==> config.mk <==
export PLATFORM = sky130hd
export DESIGN_NAME = cache_control
export DESIGN_NICKNAME = d
export VERILOG_FILES = /design/src/rtl/cache_control.sv
export SDC_FILE = /design/constraint.sdc
export NUM_CORES = 1
export LEC_CHECK = 0
export ABC_CLOCK_PERIOD_IN_PS = 3200
export BUFFER_PORTS_ARGS = -buffer_cell sky130_fd_sc_hd__buf_2
export CAP_MARGIN = 20
export CORE_UTILIZATION = 40
export CTS_BUF_LIST = sky130_fd_sc_hd__clkbuf_8
export CTS_CLUSTER_SIZE = 28
export DETAILED_ROUTE_END_ITERATION = 8
export GPL_TIMING_DRIVEN = 1
export HOLD_SLACK_MARGIN = 0.05
export SYNTH_ARGS = -nofsm -noshare
export SYNTH_HDL_FRONTEND = slang
export SYNTH_SLANG_ARGS = --single-unit
export TNS_END_PERCENT = 10
==> constraint.sdc <==
create_clock -name clk -period 3.2 [get_ports clk]
set_input_delay 0.48 -clock clk [delete_from_list [all_inputs] [get_ports clk]]
set_output_delay 0.48 -clock clk [all_outputs]
set_load 0.01 [all_outputs]
==> src/rtl/cache_control.sv <==
`default_nettype none
`timescale 1ns/1ps
// ============================================================================
//  Module      : cache_control
//  Description : Sequencing FSM for a two-way set-associative cache datapath.
//                Accepts one CPU line request at a time. It drives the tag
//                check, hit service, dirty-victim writeback, line allocation
//                and LRU update strobes. It handshakes with physical memory
//                and keeps saturating hit and miss counters.
//
//  Ports       : clk, rst                      clock, synchronous active-high reset
//                mem_read, mem_write, mem_resp CPU request / completion pulse
//                pmem_read, pmem_write,
//                pmem_resp                     physical memory handshake
//                hit0, hit1, valid_bit,
//                dirty_bit, lru_out            datapath status
//                read_array ... dirty_load1    datapath control strobes
//                hit_count, miss_count         saturating event counters
//
//  Revision    : 1.0  initial release
// ============================================================================
module cache_control #(
    parameter int CNT_W = 32
) (
    input  logic             clk,
    input  logic             rst,
    input  logic             mem_read,
    input  logic             mem_write,
    output logic             mem_resp,
    output logic             pmem_read,
    output logic             pmem_write,
    input  logic             pmem_resp,
    input  logic             hit0,
    input  logic             hit1,
    input  logic             valid_bit,
    input  logic             dirty_bit,
    input  logic             lru_out,
    output logic             read_array,
    output logic             write_array,
    output logic             lru_load,
    output logic             data_select,
    output logic             dirty_select,
    output logic             pmem_select,
    output logic [1:0]       write0_select,
    output logic [1:0]       write1_select,
    output logic             valid_load0,
    output logic             valid_load1,
    output logic             tag_load0,
    output logic             tag_load1,
    output logic             dirty_load0,
    output logic             dirty_load1,
    output logic [CNT_W-1:0] hit_count,
    output logic [CNT_W-1:0] miss_count
);

    localparam logic [1:0] c_WSEL_NONE = 2'b00;
    localparam logic [1:0] c_WSEL_BYTE = 2'b01;
    localparam logic [1:0] c_WSEL_LINE = 2'b10;

    typedef enum logic [2:0] {
        S_IDLE      = 3'd0,
        S_CHECK     = 3'd1,
        S_WRITEBACK = 3'd2,
        S_ALLOCATE  = 3'd3,
        S_RELOOKUP  = 3'd4
    } state_t;

    state_t           r_state;
    state_t           w_next;
    logic             r_refill;     // request already counted as a miss
    logic [CNT_W-1:0] r_hit_count;
    logic [CNT_W-1:0] r_miss_count;
    logic             w_req;
    logic             w_hit;
    logic             w_hit_inc;
    logic             w_miss_inc;

    assign w_req = mem_read | mem_write;
    assign w_hit = hit0 | hit1;

    always_ff @(posedge clk) begin
        if (rst) begin
            r_state      <= S_IDLE;
            r_refill     <= 1'b0;
            r_hit_count  <= '0;
            r_miss_count <= '0;
        end else begin
            r_state <= w_next;
            // Set on the first miss so the post-refill CHECK never recounts it.
            if (w_miss_inc)
                r_refill <= 1'b1;
            else if (w_next == S_IDLE)
                r_refill <= 1'b0;
            if (w_hit_inc && (r_hit_count != {CNT_W{1'b1}}))
                r_hit_count <= r_hit_count + CNT_W'(1);
            if (w_miss_inc && (r_miss_count != {CNT_W{1'b1}}))
                r_miss_count <= r_miss_count + CNT_W'(1);
        end
    end

    assign hit_count  = r_hit_count;
    assign miss_count = r_miss_count;

    always_comb begin
        w_next        = r_state;
        w_hit_inc     = 1'b0;
        w_miss_inc    = 1'b0;
        mem_resp      = 1'b0;
        pmem_read     = 1'b0;
        pmem_write    = 1'b0;
        read_array    = 1'b0;
        write_array   = 1'b0;
        lru_load      = 1'b0;
        data_select   = 1'b0;
        dirty_select  = 1'b0;
        pmem_select   = 1'b0;
        write0_select = c_WSEL_NONE;
        write1_select = c_WSEL_NONE;
        valid_load0   = 1'b0;
        valid_load1   = 1'b0;
        tag_load0     = 1'b0;
        tag_load1     = 1'b0;
        dirty_load0   = 1'b0;
        dirty_load1   = 1'b0;

        case (r_state)
            S_IDLE: begin
                read_array = w_req;
                if (w_req)
                    w_next = S_CHECK;
            end

            S_CHECK: begin
                if (!w_req) begin
                    w_next = S_IDLE;
                end else if (w_hit) begin
                    // A simultaneous read and write is serviced as a write.
                    if (mem_write) begin
                        write_array  = 1'b1;
                        dirty_select = 1'b1;
                        if (hit0) begin
                            write0_select = c_WSEL_BYTE;
                            dirty_load0   = 1'b1;
                        end else begin
                            write1_select = c_WSEL_BYTE;
                            dirty_load1   = 1'b1;
                        end
                    end
                    lru_load  = 1'b1;
                    mem_resp  = 1'b1;
                    w_hit_inc = 1'b1;
                    w_next    = S_IDLE;
                end else begin
                    w_miss_inc = ~r_refill;
                    w_next     = (valid_bit & dirty_bit) ? S_WRITEBACK : S_ALLOCATE;
                end
            end

            S_WRITEBACK: begin
                pmem_write = 1'b1;
                if (pmem_resp) begin
                    // Victim line is now clean in memory.
                    if (lru_out) dirty_load1 = 1'b1;
                    else         dirty_load0 = 1'b1;
                    w_next = S_ALLOCATE;
                end
            end

            S_ALLOCATE: begin
                pmem_read   = 1'b1;
                pmem_select = 1'b1;
                if (pmem_resp) begin
                    data_select = 1'b1;
                    if (lru_out) begin
                        write1_select = c_WSEL_LINE;
                        tag_load1     = 1'b1;
                        valid_load1   = 1'b1;
                        dirty_load1   = 1'b1;
                    end else begin
                        write0_select = c_WSEL_LINE;
                        tag_load0     = 1'b1;
                        valid_load0   = 1'b1;
                        dirty_load0   = 1'b1;
                    end
                    w_next = S_RELOOKUP;
                end
            end

            S_RELOOKUP: begin
                read_array = 1'b1;
                w_next     = S_CHECK;
            end

            default: w_next = S_IDLE;
        endcase

        // Reset dominates: nothing leaves the block while rst is high.
        if (rst) begin
            w_hit_inc     = 1'b0;
            w_miss_inc    = 1'b0;
            mem_resp      = 1'b0;
            pmem_read     = 1'b0;
            pmem_write    = 1'b0;
            read_array    = 1'b0;
            write_array   = 1'b0;
            lru_load      = 1'b0;
            data_select   = 1'b0;
            dirty_select  = 1'b0;
            pmem_select   = 1'b0;
            write0_select = c_WSEL_NONE;
            write1_select = c_WSEL_NONE;
            valid_load0   = 1'b0;
            valid_load1   = 1'b0;
            tag_load0     = 1'b0;
            tag_load1     = 1'b0;
            dirty_load0   = 1'b0;
            dirty_load1   = 1'b0;
        end
    end

endmodule
`default_nettype wire

==> impl_metrics.prom <==
# TYPE chip_impl_metric gauge
chip_impl_info{name="status",value="finished with violations"} 1
chip_impl_info{name="failed_checks",value="design-rule violations"} 1
chip_impl_metric{name="postPlaceCellArea",unit="um^2"} 4170
chip_impl_metric{name="leakagePower",unit="nW"} 1.68
chip_impl_metric{name="r2r_depth",unit=""} 6
chip_impl_metric{name="worst-endpoint-arrival",unit="ns"} 3.03
chip_impl_metric{name="netlist_area",unit="um^2"} 3660
chip_impl_metric{name="timing_hold_violations_final",unit=""} 0
chip_impl_metric{name="place.port_buffers",unit=""} 92
chip_impl_metric{name="clock-skew-final",unit="ns"} 0.00929
chip_impl_metric{name="maxCapViolations",unit=""} 0
chip_impl_info{name="worstHoldPathType",value="in2reg"} 1
chip_impl_metric{name="drt_iter0_markers",unit=""} 157
chip_impl_metric{name="power_switching",unit="uW"} 406
chip_impl_metric{name="sequential_fraction_of_the_synthesis_area",unit="%"} 37.2
chip_impl_metric{name="drive_above_1_share",unit="%"} 24.8
chip_impl_metric{name="grt.overflow.total",unit=""} 0
chip_impl_metric{name="peakVddDrop",unit="uV"} 216
chip_impl_metric{name="power.share.combinational",unit="%"} 4.3
chip_impl_metric{name="grtUsageTotal",unit="%"} 20.6
chip_impl_metric{name="flop2flop_setup_slack",unit="ns"} 0.38
chip_impl_metric{name="layout.filler_cells",unit=""} 877
chip_impl_metric{name="timing.fmax",unit="MHz"} 354
chip_impl_metric{name="critical_path_fanouts_max",unit=""} 18
chip_impl_metric{name="wirelength",unit="um"} 9520
chip_impl_info{name="synth_area_leader_cell",value="sky130_fd_sc_hd__dfxtp_1"} 1
chip_impl_info{name="cts_tree",value="yes"} 1
chip_impl_metric{name="first_global_vias",unit=""} 3296
chip_impl_metric{name="dieArea",unit="um^2"} 9550
chip_impl_metric{name="avgRoutedWirePerCell",unit="um"} 14.8
chip_impl_metric{name="detailroute.via_count",unit=""} 3694
chip_impl_metric{name="pin_count",unit=""} 93
chip_impl_metric{name="fin_setup_tns",unit="ns"} 0
chip_impl_metric{name="final_period_minus_worst_setup_slack",unit="ns"} 2.82
chip_impl_metric{name="num_rows",unit=""} 34
chip_impl_metric{name="initial_utilization",unit="%"} 41.6
chip_impl_metric{name="synth_seq_cells",unit=""} 68
chip_impl_metric{name="seq_power_share",unit="%"} 49.3
chip_impl_metric{name="clock_transition_at_the_register_clock_pins_on_the_worst_setup_and_hold_paths_after_cts",unit="ns"} 0.08
chip_impl_metric{name="layout.nets",unit=""} 543
chip_impl_metric{name="critical_path_required",unit="ns"} 3.41
chip_impl_info{name="commonest_cells_in_the_synthesized_netlist",value="sky130_fd_sc_hd__dfxtp_1, sky130_fd_sc_hd__a21oi_1, sky130_fd_sc_hd__o21ai_0"} 1
chip_impl_metric{name="postSynthCellCount",unit=""} 448
chip_impl_info{name="regToRegStartpoint",value="hit_count[20]$_SDFFE_PP0P_"} 1
chip_impl_metric{name="insertedDiodeCount",unit=""} 0
chip_impl_metric{name="cts_setup_buffers",unit=""} 0
chip_impl_info{name="netlist_top_cells_area",value="sky130_fd_sc_hd__dfxtp_1, sky130_fd_sc_hd__a21oi_1, sky130_fd_sc_hd__or3_1"} 1
chip_impl_metric{name="fp.coreArea",unit="um^2"} 8810
chip_impl_metric{name="max_slew.worst_pin.slew",unit="ns"} 0.728
chip_impl_info{name="setup.worst_path.class",value="reg2reg"} 1
chip_impl_metric{name="global_route_wire_length_before_repair",unit="um"} 16000
chip_impl_metric{name="antenna_violating_nets_post_route",unit=""} 0
chip_impl_metric{name="syn_nets",unit=""} 460
chip_impl_info{name="most_frequently_used_cell_type_in_the_post_synthesis_netlist",value="sky130_fd_sc_hd__dfxtp_1"} 1
chip_impl_metric{name="post_synth_num_cell_types",unit=""} 51
chip_impl_metric{name="swShare",unit="%"} 23.3
chip_impl_info{name="synth-main-ff-cell",value="sky130_fd_sc_hd__dfxtp_1"} 1
chip_impl_metric{name="vias_per_cell",unit=""} 5.74
chip_impl_metric{name="power_frac_clock",unit="%"} 46.4
chip_impl_metric{name="area_growth_from_synthesis_to_layout",unit="%"} 19.8
chip_impl_metric{name="antenna_found_initial",unit=""} 0
chip_impl_metric{name="synthesis.yosys.warnings",unit=""} 0
chip_impl_metric{name="grt_max_degree",unit=""} 71
chip_impl_info{name="crit-reg2reg-capture",value="hit_count[1]$_SDFFE_PP0P_"} 1
chip_impl_metric{name="finalCritPeriodShare",unit="%"} 88.2
chip_impl_info{name="cts-root-buf",value="sky130_fd_sc_hd__clkbuf_8"} 1
chip_impl_metric{name="power.density_cell_area",unit="nW/um^2"} 396
chip_impl_metric{name="cts_htree_levels",unit=""} 3
chip_impl_metric{name="clock_tree.buffer_depth",unit=""} 2
chip_impl_metric{name="synth-edff-count",unit=""} 0
chip_impl_metric{name="worst_slew_margin_rel",unit="%"} 50.7
chip_impl_metric{name="cts_resized",unit=""} 0
chip_impl_metric{name="synth_area_per_cell",unit="um^2"} 8.18
chip_impl_metric{name="synthArstFlopShare",unit="%"} 0
chip_impl_info{name="worst_setup_path_start_kind",value="flop"} 1
chip_impl_metric{name="finalWeightedCongestion",unit=""} 0.827
chip_impl_metric{name="number_of_optimization_iterations_in_the_first_detailed_route_pass",unit=""} 6
chip_impl_metric{name="cts_buffers",unit=""} 9
chip_impl_metric{name="die_h",unit="um"} 97.7
chip_impl_metric{name="half_perimeter_wire_length_after_detailed_placement",unit="um"} 6580
chip_impl_metric{name="clock_latency",unit="ns"} 0.35
chip_impl_metric{name="chipWidth",unit="um"} 97.7
chip_impl_info{name="rsz0062_at_grt",value="no"} 1
chip_impl_info{name="worst_setup_path_end_kind",value="flop"} 1
chip_impl_metric{name="tritoncts_num_sinks",unit=""} 68
chip_impl_info{name="crit_path_end",value="hit_count[1]$_SDFFE_PP0P_"} 1
chip_impl_metric{name="design_area",unit="um^2"} 4390
chip_impl_metric{name="internal_power",unit="mW"} 1.33
chip_impl_metric{name="remaining_drc_errors",unit=""} 10
chip_impl_metric{name="synth.top_cell.area_share",unit="%"} 37.2
chip_impl_metric{name="finalMaxSlewViolations",unit=""} 0
chip_impl_metric{name="setup_viol",unit=""} 0
chip_impl_info{name="cp-startpoint",value="hit_count[20]$_SDFFE_PP0P_"} 1
chip_impl_metric{name="hold_buf_count_cts",unit=""} 0
[worst max-delay path: stages (launching register included)]
cell and delay (ns):
sky130_fd_sc_hd__dfxtp_1 0.42, sky130_fd_sc_hd__nand4_1 0.23, sky130_fd_sc_hd__or4_1 0.72, sky130_fd_sc_hd__o31ai_4 0.72, sky130_fd_sc_hd__buf_4 0.33, sky130_fd_sc_hd__mux2i_1 0.20, sky130_fd_sc_hd__nor2_1 0.05
[state kept, by name (all words and copies together) (netlist names)]
signal and flops:
hit_count 32, r_refill 1, miss_count 32, r_state 3
[layout by cell type (no fill, tap or decap), types with 17 or more instances in the layout]
| master | synthesis | layout |
|---|---|---|
| sky130_fd_sc_hd__o21ai_0 | 33 | 33 |
| sky130_fd_sc_hd__nand3_1 | 20 | 20 |
| sky130_fd_sc_hd__or4_1 | 19 | 19 |
| sky130_fd_sc_hd__o31ai_1 | 17 | 17 |
| sky130_fd_sc_hd__nor2_1 | 30 | 30 |
| sky130_fd_sc_hd__buf_2 | 6 | 92 |
| sky130_fd_sc_hd__or3_1 | 32 | 32 |
| sky130_fd_sc_hd__nand2_1 | 31 | 31 |
| sky130_fd_sc_hd__nand4_1 | 17 | 17 |
| sky130_fd_sc_hd__a21oi_1 | 48 | 48 |
| sky130_fd_sc_hd__dfxtp_1 | 68 | 68 |
[cells by family after synthesis]
logic type      after synthesis  synth area share (%)
simple gates                208                  33.7
compound gates              119                  19.5
flops                        68                  37.2
buf+inv                      37                  5.02
mux                          10                  2.97
xor+xnor                      4                 0.956
fa+ha+maj                     2                 0.683
[layout make-up]
type	count	area, um^2	area share (%)
Clock buffer	10	138	3.13
Sequential cell	68	1360	31.0
Clock inverter	6	87.6	1.99
Timing Repair Buffer	99	513	11.7
Multi-Input combinational cell	343	2120	48.2
Inverter	10	37.5	0.855
Tap cell	108	135	3.08
[worst min path at each step]
stage          slack, ns  depth (start not counted)                           to                   startpoint
3_3_place_gp        0.47                          2   miss_count[8]$_SDFFE_PP0P_   miss_count[8]$_SDFFE_PP0P_
3_5_place_dp        0.50                          2   miss_count[5]$_SDFFE_PP0P_   miss_count[5]$_SDFFE_PP0P_
2_1_floorplan       0.51                          2  miss_count[25]$_SDFFE_PP0P_  miss_count[25]$_SDFFE_PP0P_
6_report            0.43                          4        r_state[1]$_SDFF_PP0_                    pmem_resp
5_1_grt             0.44                          4        r_state[1]$_SDFF_PP0_                    pmem_resp
4_1_cts             0.42                          4        r_state[1]$_SDFF_PP0_                    pmem_resp
[power by group through the flow]
stage               registers, mW  clock network [mW]  logic [mW]
floorplan                   0.873                   0      0.0566
global placement            0.877                   0      0.0741
detailed placement          0.878                   0      0.0753
CTS                         0.858               0.820      0.0756
global route                0.859               0.860      0.0833
finish                      0.858               0.806      0.0748
[through the flow]
| stage | worst slack, ns | hold WS (ns) | cells | total power [mW] | util (%) |
|---|---|---|---|---|---|
| final | 0.377 | 0.430 | 644 | 1.74 | 49.9 |
| after global routing | 0.132 | 0.437 | 644 | 1.80 | 49.9 |
| after CTS | 0.366 | 0.418 | 644 | 1.75 | 49.9 |
| after detailed placement | 0.409 | 0.498 | 628 | 0.953 | 47.3 |
| after global placement | 0.483 | 0.474 | 628 | 0.951 | 47.3 |
| after floorplan | 0.605 | 0.508 | 448 | 0.930 | - |
[layer usage]
metal  vias to the layer above  share of wire [%]  GRT usage (%)
li1                       1865                  -              -
met1                      1727                 50           28.3
met2                        92                 44           31.0
met3                        10                5.1           5.04
met4                         0                1.2           7.93
met5                         -                  0              0
No activity file was read; power rests on OpenSTA's default activity.
